### config.mk
export PLATFORM = sky130hd
export DESIGN_NAME = alu_op_sequencer
export DESIGN_NICKNAME = d
export VERILOG_FILES = /design/src/rtl/alu_op_sequencer.sv
export SDC_FILE = /design/constraint.sdc
export NUM_CORES = 1
export LEC_CHECK = 0
export ABC_AREA = 1
export CAP_MARGIN = 25
export CELL_PAD_IN_SITES_DETAIL_PLACEMENT = 1
export CELL_PAD_IN_SITES_GLOBAL_PLACEMENT = 1
export CORE_MARGIN = 2
export CORE_UTILIZATION = 32
export CTS_CLUSTER_SIZE = 16
export DETAILED_ROUTE_END_ITERATION = 16
export GPL_TIMING_DRIVEN = 0
export PLACE_DENSITY = 0.82
export SLEW_MARGIN = 20
export SYNTH_ARGS = -nofsm -noshare
export SYNTH_HDL_FRONTEND = slang
export SYNTH_SLANG_ARGS = --single-unit
### constraint.sdc
create_clock -name clk -period 2.17 [get_ports clk]
set_input_delay 0.3255 -clock clk [delete_from_list [all_inputs] [get_ports clk]]
set_output_delay 0.3255 -clock clk [all_outputs]
set_load 0.1 [all_outputs]
### src/rtl/alu_op_sequencer.sv
// Front-end sequencer for the combinational ALU: runs one (narrow) or two chained (wide) passes,
// owns the {N,V,Z,C} flag register and returns results over a valid/ready channel.
module alu_op_sequencer #(
   parameter int unsigned N = 16
) (
   input  logic           clk,
   input  logic           reset,
   input  logic           req_valid,
   output logic           req_ready,
   input  logic [3:0]     req_func,
   input  logic           req_wide,
   input  logic [2*N-1:0] req_a,
   input  logic [2*N-1:0] req_b,
   output logic           resp_valid,
   input  logic           resp_ready,
   output logic [2*N-1:0] resp_y,
   output logic           resp_err,
   output logic [3:0]     flags,
   output logic [N-1:0]   alu_a,
   output logic [N-1:0]   alu_b,
   output logic [3:0]     alu_func,
   output logic           alu_ci,
   input  logic [N-1:0]   alu_y,
   input  logic [N-1:0]   alu_out_to_a,
   input  logic           alu_co,
   input  logic           alu_zero,
   input  logic           alu_overflow,
   input  logic           alu_negative
);

   typedef enum logic [1:0] {st_idle, st_lo, st_hi, st_resp} state_t;

   state_t         state;
   logic [3:0]     op_func;
   logic           op_wide;
   logic [2*N-1:0] op_a;
   logic [2*N-1:0] op_b;
   logic [N-1:0]   lo_y;
   logic           lo_zero;
   logic           op_arith;
   logic           req_bad;

   assign op_arith = (op_func[3:2] == 2'b00);
   // Wide mul/shift/combine cannot be chained across halves.
   assign req_bad  = req_wide && ((req_func[3:2] == 2'b01) || (req_func[3:2] == 2'b10));

   always_ff @(posedge clk) begin
      if (reset) begin
         state      <= st_idle;
         req_ready  <= 1'b1;
         resp_valid <= 1'b0;
         resp_err   <= 1'b0;
         resp_y     <= '0;
         flags      <= '0;
         alu_a      <= '0;
         alu_b      <= '0;
         alu_func   <= '0;
         alu_ci     <= 1'b0;
         op_func    <= '0;
         op_wide    <= 1'b0;
         op_a       <= '0;
         op_b       <= '0;
         lo_y       <= '0;
         lo_zero    <= 1'b0;
      end else begin
         case (state)
            st_idle: begin
               if (req_valid) begin
                  op_func   <= req_func;
                  op_wide   <= req_wide;
                  op_a      <= req_a;
                  op_b      <= req_b;
                  req_ready <= 1'b0;
                  if (req_bad) begin
                     state      <= st_resp;
                     resp_valid <= 1'b1;
                     resp_err   <= 1'b1;
                     resp_y     <= '0;
                  end else begin
                     // ALU inputs are registered, so the LO pass is set up here.
                     state    <= st_lo;
                     alu_a    <= req_a[N-1:0];
                     alu_b    <= req_b[N-1:0];
                     alu_func <= req_func;
                     alu_ci   <= !req_wide && ((req_func == 4'b0001) || (req_func == 4'b0011))
                                 ? flags[0] : 1'b0;
                  end
               end
            end
            st_lo: begin
               if (op_wide) begin
                  state    <= st_hi;
                  lo_y     <= alu_y;
                  lo_zero  <= alu_zero;
                  alu_a    <= op_a[2*N-1:N];
                  alu_b    <= op_b[2*N-1:N];
                  alu_func <= op_arith ? {op_func[3:1], 1'b1} : op_func;
                  alu_ci   <= op_arith ? alu_co : 1'b0;
               end else begin
                  state      <= st_resp;
                  resp_valid <= 1'b1;
                  resp_y     <= {(op_func == 4'b0100) ? alu_out_to_a : {N{1'b0}}, alu_y};
                  flags      <= {alu_negative, alu_overflow, alu_zero, alu_co};
                  alu_a      <= '0;
                  alu_b      <= '0;
                  alu_func   <= '0;
                  alu_ci     <= 1'b0;
               end
            end
            st_hi: begin
               state      <= st_resp;
               resp_valid <= 1'b1;
               resp_y     <= {alu_y, lo_y};
               flags      <= {alu_negative, alu_overflow, alu_zero & lo_zero,
                              op_arith ? alu_co : 1'b0};
               alu_a      <= '0;
               alu_b      <= '0;
               alu_func   <= '0;
               alu_ci     <= 1'b0;
            end
            st_resp: begin
               if (resp_ready) begin
                  state      <= st_idle;
                  resp_valid <= 1'b0;
                  resp_err   <= 1'b0;
                  req_ready  <= 1'b1;
               end
            end
            default: begin
               state     <= st_idle;
               req_ready <= 1'b1;
            end
         endcase
      end
   end

endmodule
==> results of run 1 <==
[stage by stage]
step	total power [µW]	cells	TNS (ns)
6_report	13100	1197	0
5_1_grt	13900	1197	0
4_1_cts	13200	1197	0
3_5_place_dp	10500	1166	-9.61
3_3_place_gp	10400	1166	-6.88
2_1_floorplan	8520	758	0
[cells in the final DEF (no fill, tap or decap)]
| cell | netlist | final |
|---|---|---|
| a31oi_1 | 1 | 1 |
| clkinv_4 | 0 | 1 |
| clkdlybuf4s50_1 | 0 | 107 |
| and3_1 | 1 | 1 |
| nand2_2 | 1 | 1 |
| clkbuf_4 | 0 | 3 |
| nand2_4 | 2 | 2 |
| inv_6 | 1 | 1 |
| clkinvlp_4 | 0 | 3 |
| a211oi_1 | 1 | 1 |
| buf_2 | 15 | 12 |
| nand3_1 | 36 | 36 |
| nand2_1 | 140 | 140 |
| clkbuf_1 | 30 | 29 |
| dfxtp_1 | 132 | 132 |
| nor2_4 | 1 | 1 |
| buf_6 | 1 | 1 |
| nor2_1 | 114 | 114 |
| o21bai_1 | 1 | 1 |
| a21oi_1 | 90 | 90 |
| clkbuf_2 | 0 | 4 |
| clkbuf_16 | 0 | 17 |
| ha_1 | 5 | 5 |
| buf_4 | 11 | 11 |
| nor2_8 | 2 | 2 |
| clkinv_2 | 0 | 2 |
| o21ai_0 | 52 | 52 |
| clkbuf_8 | 0 | 3 |
| inv_1 | 30 | 30 |
| o211ai_1 | 1 | 1 |
| nor3_1 | 2 | 2 |
| a22oi_1 | 35 | 35 |
| inv_2 | 3 | 3 |
| dlygate4sd2_1 | 0 | 76 |
| o21ai_1 | 47 | 47 |
| a21oi_2 | 1 | 1 |
| nor2_2 | 2 | 2 |
| bufinv_16 | 0 | 2 |
[repair_timing]
item	CTS	global route
endpoints found under the setup margin	76	34
pin swaps	0	1
gates resized for setup	76	11
[logic make-up (layout without fill, tap and decap cells)]
| kind of cell | count (synthesis) | count (layout) | share of synthesized area [%] |
|---|---|---|---|
| adders and majority gates | 5 | 5 | 1.12 |
| DFF | 132 | 132 | 47.1 |
| AOI/OAI and AO/OA | 229 | 229 | 22.2 |
| and+or+nand+nor | 301 | 301 | 22.2 |
| buffers and inverters | 91 | 305 | 7.39 |
[routing by layer]
metal / GRT usage [%] / vias to the layer above / wire [µm]
li1: - / 2927 / -
met1: 25.9 / 2829 / 8480
met2: 38.6 / 194 / 9890
met3: 7.64 / 29 / 1630
met4: 8.16 / 0 / 461
met5: 0 / - / 0
[layout make-up]
type | count | area [µm²] | share of cell area (%)
clock buffers | 23 | 478 | 5.82
well taps | 225 | 282 | 3.43
flip-flops and latches | 132 | 2640 | 32.2
multi-input cells | 535 | 2550 | 31.0
inverters | 34 | 133 | 1.61
clock inverters | 8 | 101 | 1.23
repair buffers | 183 | 1740 | 21.1
plain buffers | 57 | 294 | 3.58
[where the power goes]
group | internal [µW] | switching, µW
logic | 1630 | 5260
clock network | 1770 | 1080
registers | 3040 | 355
[registers in the layout, summed over array words and instances (netlist names)]
register	count
alu_func	4
op_a	16
resp_valid	1
op_b	16
lo_zero	1
op_func	4
alu_b	16
alu_ci	1
alu_a	16
req_ready	1
op_wide	1
resp_y	32
lo_y	16
state	2
flags	4
resp_err	1
[critical path: stages (launching register included)]
cell,delay (ns)
dfxtp_1,0.40
inv_1,0.09
ha_1,0.28
buf_4,0.18
inv_6,0.09
nand2_4,0.08
nand2_4,0.08
nor2_4,0.21
inv_2,0.12
clkbuf_4,0.22
nand2_1,0.08
a21oi_1,0.06
[worst min-delay path by stage]
stage | from | to | slack [ns]
after floorplan | lo_y[5]$_SDFFE_PP0P_ | lo_y[5]$_SDFFE_PP0P_ | 0.45
after global placement | resp_y[4]$_SDFFE_PP0P_ | resp_y[4]$_SDFFE_PP0P_ | 0.45
after detailed placement | resp_y[3]$_SDFFE_PP0P_ | resp_y[3]$_SDFFE_PP0P_ | 0.46
after CTS | reset | resp_y[16]$_SDFFE_PP0P_ | 0.25
after global routing | reset | resp_y[16]$_SDFFE_PP0P_ | 0.25
final | reset | resp_y[16]$_SDFFE_PP0P_ | 0.24
==> qor.yml, run 1 <==
status:
  status: "completed"
yosys:
  synthTopCellsByCount: "140 x nand2_1, 132 x dfxtp_1, 114 x nor2_1"
  synth-seq-cells: 132
  ys_seq_area_share_pct: 47.1
  synthFlopType: "dfxtp_1"
  yosys-top-cells-area: "dfxtp_1 47%, nand2_1 9.4%, a21oi_1 8.0%"
  async_flop_share_pct: 0
  synth_top_area_share_pct: 47.1
  synth.largest_area_cell: "dfxtp_1"
  syn_area_um2: 5610
  ys_warn_count: 0
  synthDistinctLibCells: 28
  synth_edf_count: 0
  synth.net_count: 872
  avgSynthCellArea_um2: 7.40
  post_synth_inst_count: 758
  yosysMostFrequentCell: "nand2_1"
clock_network:
  cts.sinks: 132
  cts_hold_buf: 0
  cts_setup_buffers: 0
  htreeDepth: 4
  cts_buffers: 17
  clock_latency_ns: 0.42
  cts_max_path_buffers: 2
  root_buffer: "clkbuf_16"
  clkSlewWorstSetupHoldPaths_ns: 0.06
  cts_tree: "built"
drt:
  via_per_inst: 4.99
  antenna_left: 0
  wirelength_mm: 20.5
  drt_pre_antenna_iters: 4
  routedWlPerCell_um: 17.1
  drc_errors: 0
  drtIter0Drc: 264
  vias: 5979
die:
  die_h_um: 136
  die_w_um: 136
  start_util_pct: 32.5
  rows: 48
  coreArea_um2: 17200
  ios: 185
  dieArea_um2: 18600
placement:
  dpl.hpwl_mm: 15.1
  gp_congestion: 0.815
  pre_cts_slack_ns: -0.231
  port_buffers: 183
  dpl_cell_area_um2: 7720
timing:
  slew_headroom_pct: 30.5
  rsz0062_at_grt: "no"
  hold_violations: 0
  fmax_ghz: 0.492
  final_max_slew_viol_count: 0
  setup_viol: 0
  whs_ns: 0.235
  timing.final.ws_setup_ns: 0.136
  skew_ns: 0.00662
  post-route-period-util_pct: 93.7
  period_minus_slack_ns: 2.03
  worst_pin_slew_ns: 1.05
global_route:
  antenna_found_initial: 1
  grt_pass1_vias: 6154
  grt_max_degree: 17
  grt_pass1_wl_mm: 32.2
  grt_use_total_pct: 22.5
  overflow: 0
setup_path:
  rrSetupSlack_ns: 0.14
  startpoint_type: "register"
  worstRegToRegCells: 11
  end_kind: "register"
  critPathKind: "register to register"
  critPathMaxFanout: 10
  crit_arrival_ns: 2.31
  required_ns: 2.45
  r2r_start: "state[0]$_SDFFE_PP0P_"
  timing.rr.end: "resp_y[27]$_SDFFE_PP0P_"
  crit_start: "state[0]$_SDFFE_PP0P_"
  cp-endpoint: "resp_y[27]$_SDFFE_PP0P_"
cells_and_area:
  finalInstanceArea_um2: 8220
  final_util_pct: 47.7
  insertedDiodeCount: 0
  fin_nets: 1074
  fillers: 2138
  area_growth_pct: 46.5
  drive_gt1_share_pct: 7.41
flow_run:
  cap_violations: 0
power:
  peakVddDrop_v: 0.000803
  power_density_nw_per_um2: 1600
  p_leak_uw: 0.00356
hold_path:
  holdPathStages: 2
  holdCritPathClass: "primary input to register"
Power figures use the tool's default switching activity.
==> run 2: changes to the inputs <==
- GPL_TIMING_DRIVEN: 0 -> default
==> run 2 against run 1 <==
Global-route usage down 0.60 points. Largest power group unchanged. Total power up 5.2%. Final cell count down 2.6%. Sequential cell count unchanged. Combinational power up 2%. Via count down 2.9%. Core utilization down 0.24 points. Worst hold slack better by 0.23 ns. Worst setup slack better by 0.099 ns. Register-to-register slack better by 0.099 ns. Non-clock buffer count down 34. Clock power up 19%.
==> qor.yml, run 2 (synthesis results as in run 1) <==
timing:
  period_minus_slack_ns: 1.93  # -0.0992 ns
  rsz0062_at_grt: "no"
  final_max_slew_viol_count: 0  # unchanged
  worst_pin_slew_ns: 0.579  # -0.468 ns
  hold_violations: 0  # unchanged
  timing.final.ws_setup_ns: 0.236  # +0.0992 ns
  fmax_ghz: 0.517  # +5.1%
  post-route-period-util_pct: 89.1  # -4.6 points
  setup_viol: 0  # unchanged
  skew_ns: 0.0106  # +0.00396 ns
  slew_headroom_pct: 61.4  # +31 points
drt:
  vias: 5806  # -2.9%
  antenna_left: 0  # unchanged
  wirelength_mm: 19.9  # -2.7%
  drtIter0Drc: 317  # +20%
  drc_errors: 0  # unchanged
  routedWlPerCell_um: 17.1  # -0.13%
  drt_pre_antenna_iters: 4  # unchanged
  via_per_inst: 4.98  # -0.31%
setup_path:
  r2r_start: "state[0]$_SDFFE_PP0P_"
  crit_arrival_ns: 2.29  # -0.02 ns
  crit_start: "state[0]$_SDFFE_PP0P_"
  required_ns: 2.53  # +0.08 ns
  path_cells: "inv_1, ha_1, inv_6, nand2_4, nand2_4, nor2_8, o21ai_0, a21oi_1"
  startpoint_type: "register"
  end_kind: "register"
  critPathMaxFanout: 37  # +27
  critPathKind: "register to register"
  max_stage_delay_ns: 0.50  # +0.10 ns
  cpMaxStageDelayCell: "nor2_8"
  cpMostUsedCell: "nand2_4"
  rrSetupSlack_ns: 0.24  # +0.10 ns
status:
  status: "completed"
clock_network:
  root_buffer: "clkbuf_16"
  cts.sinks: 132  # unchanged
  cts_setup_buffers: 0  # unchanged
  clkSlewWorstSetupHoldPaths_ns: 0.06  # about the same
  clock_latency_ns: 0.43  # about the same
  htreeDepth: 4  # unchanged
  cts_max_path_buffers: 2  # unchanged
  cts_buffers: 17  # unchanged
  cts_tree: "built"
  cts_hold_buf: 0  # unchanged
global_route:
  antenna_found_initial: 0  # -1
  grt_pass1_vias: 5939  # -3.5%
  grt_use_total_pct: 21.9  # -0.60 points
  grt_max_degree: 82  # +65
  grt_pass1_wl_mm: 31.2  # -3.3%
  overflow: 0  # unchanged
cells_and_area:
  final_common_cell: "nand2_1"
  drive_gt1_share_pct: 15.4  # +8.0 points
  area_growth_pct: 45.8
  top_register: "resp_y"
  insertedDiodeCount: 0  # unchanged
  final_cell_mix: "140 x nand2_1, 132 x dfxtp_1, 114 x nor2_1"
  final_util_pct: 47.4  # -0.24 points
  fin_nets: 1042  # -3.0%
  largest_reg_flops: 32  # unchanged
die:
  die_w_um: 136  # unchanged
  ios: 185  # unchanged
  die_h_um: 136  # unchanged
  coreArea_um2: 17200  # unchanged
  rows: 48  # unchanged
  dieArea_um2: 18600  # unchanged
  start_util_pct: 32.5  # unchanged
placement:
  gp_congestion: 0.793  # -2.7%
  port_buffers: 184  # +0.55%
  dpl.hpwl_mm: 12.8  # -15%
  pre_cts_slack_ns: -0.325  # -0.0940 ns
flow_run:
  cap_violations: 0  # unchanged
hold_path:
  holdCritPathClass: "register to register"
  hp-start: "resp_y[9]$_SDFFE_PP0P_"
power:
  peakVddDrop_v: 0.000953  # +19%
  p_leak_uw: 0.00340  # -4.5%
  power_density_nw_per_um2: 1690  # +5.7%
[run 2: power breakdown]
group          switching [µW]  internal, µW  total, µW
sequential                367          3040       3410
clock                    1140          2250       3390
combinational            5270          1750       7020
total                    6770          7050      13800
[run 2: path summary, 6_finish.rpt]
path	endpoint	cells past startpoint
worst max-delay path	alu_func[0]$_SDFFE_PP0P_	8
worst max register to register	alu_func[0]$_SDFFE_PP0P_	8
worst min-delay path	resp_y[9]$_SDFFE_PP0P_	2
worst min register to register	resp_y[9]$_SDFFE_PP0P_	2
[run 2: cell type report]
| class | count | area, µm² |
|---|---|---|
| fillers | 2117 | 9060 |
| flip-flops and latches | 132 | 2640 |
| multi-input cells | 537 | 2570 |
| repair buffers | 206 | 1850 |
| clock buffers | 21 | 470 |
| well taps | 225 | 282 |
| clock inverters | 11 | 221 |
| inverters | 34 | 133 |
[run 2: per-stage QoR]
stage / TNS [ns] / hold WS [ns] / total power, µW / area, µm² / instances
finish: 0 / 0.465 / 13800 / 8180 / 1166
global placement: -5.88 / 0.448 / 10200 / 7460 / 1132
detailed placement: -11.47 / 0.457 / 10300 / 7460 / 1132
CTS: 0 / 0.466 / 13900 / 8170 / 1165
floorplan: 0 / 0.455 / 8520 / 5610 / 758
global route: 0 / 0.477 / 14600 / 8180 / 1166
[run 2: per-layer routing]
layer / vias to the layer above / share of wire [%] / global-route usage [%]
met5: - / 0 / 0
met1: 2736 / 42 / 26.2
met2: 180 / 48 / 35.8
met4: 0 / 1.3 / 6.83
met3: 17 / 9.0 / 8.91
li1: 2873 / - / -
[run 2: repair_timing]
action,4_1_cts,5_1_grt
setup endpoints to repair,2,30
endpoints found under the hold margin,0,0
pin swaps,1,1
resized for setup,0,1
cloned,1,1
[run 2: critical path: cells and delay by family, from the launching register on]
kind                       cells  cell delay, ns
AOI/OAI and AO/OA              2            0.30
adders and majority gates      1            0.36
buffers and inverters          2            0.15
DFF                            1            0.38
and+or+nand+nor                3            0.68
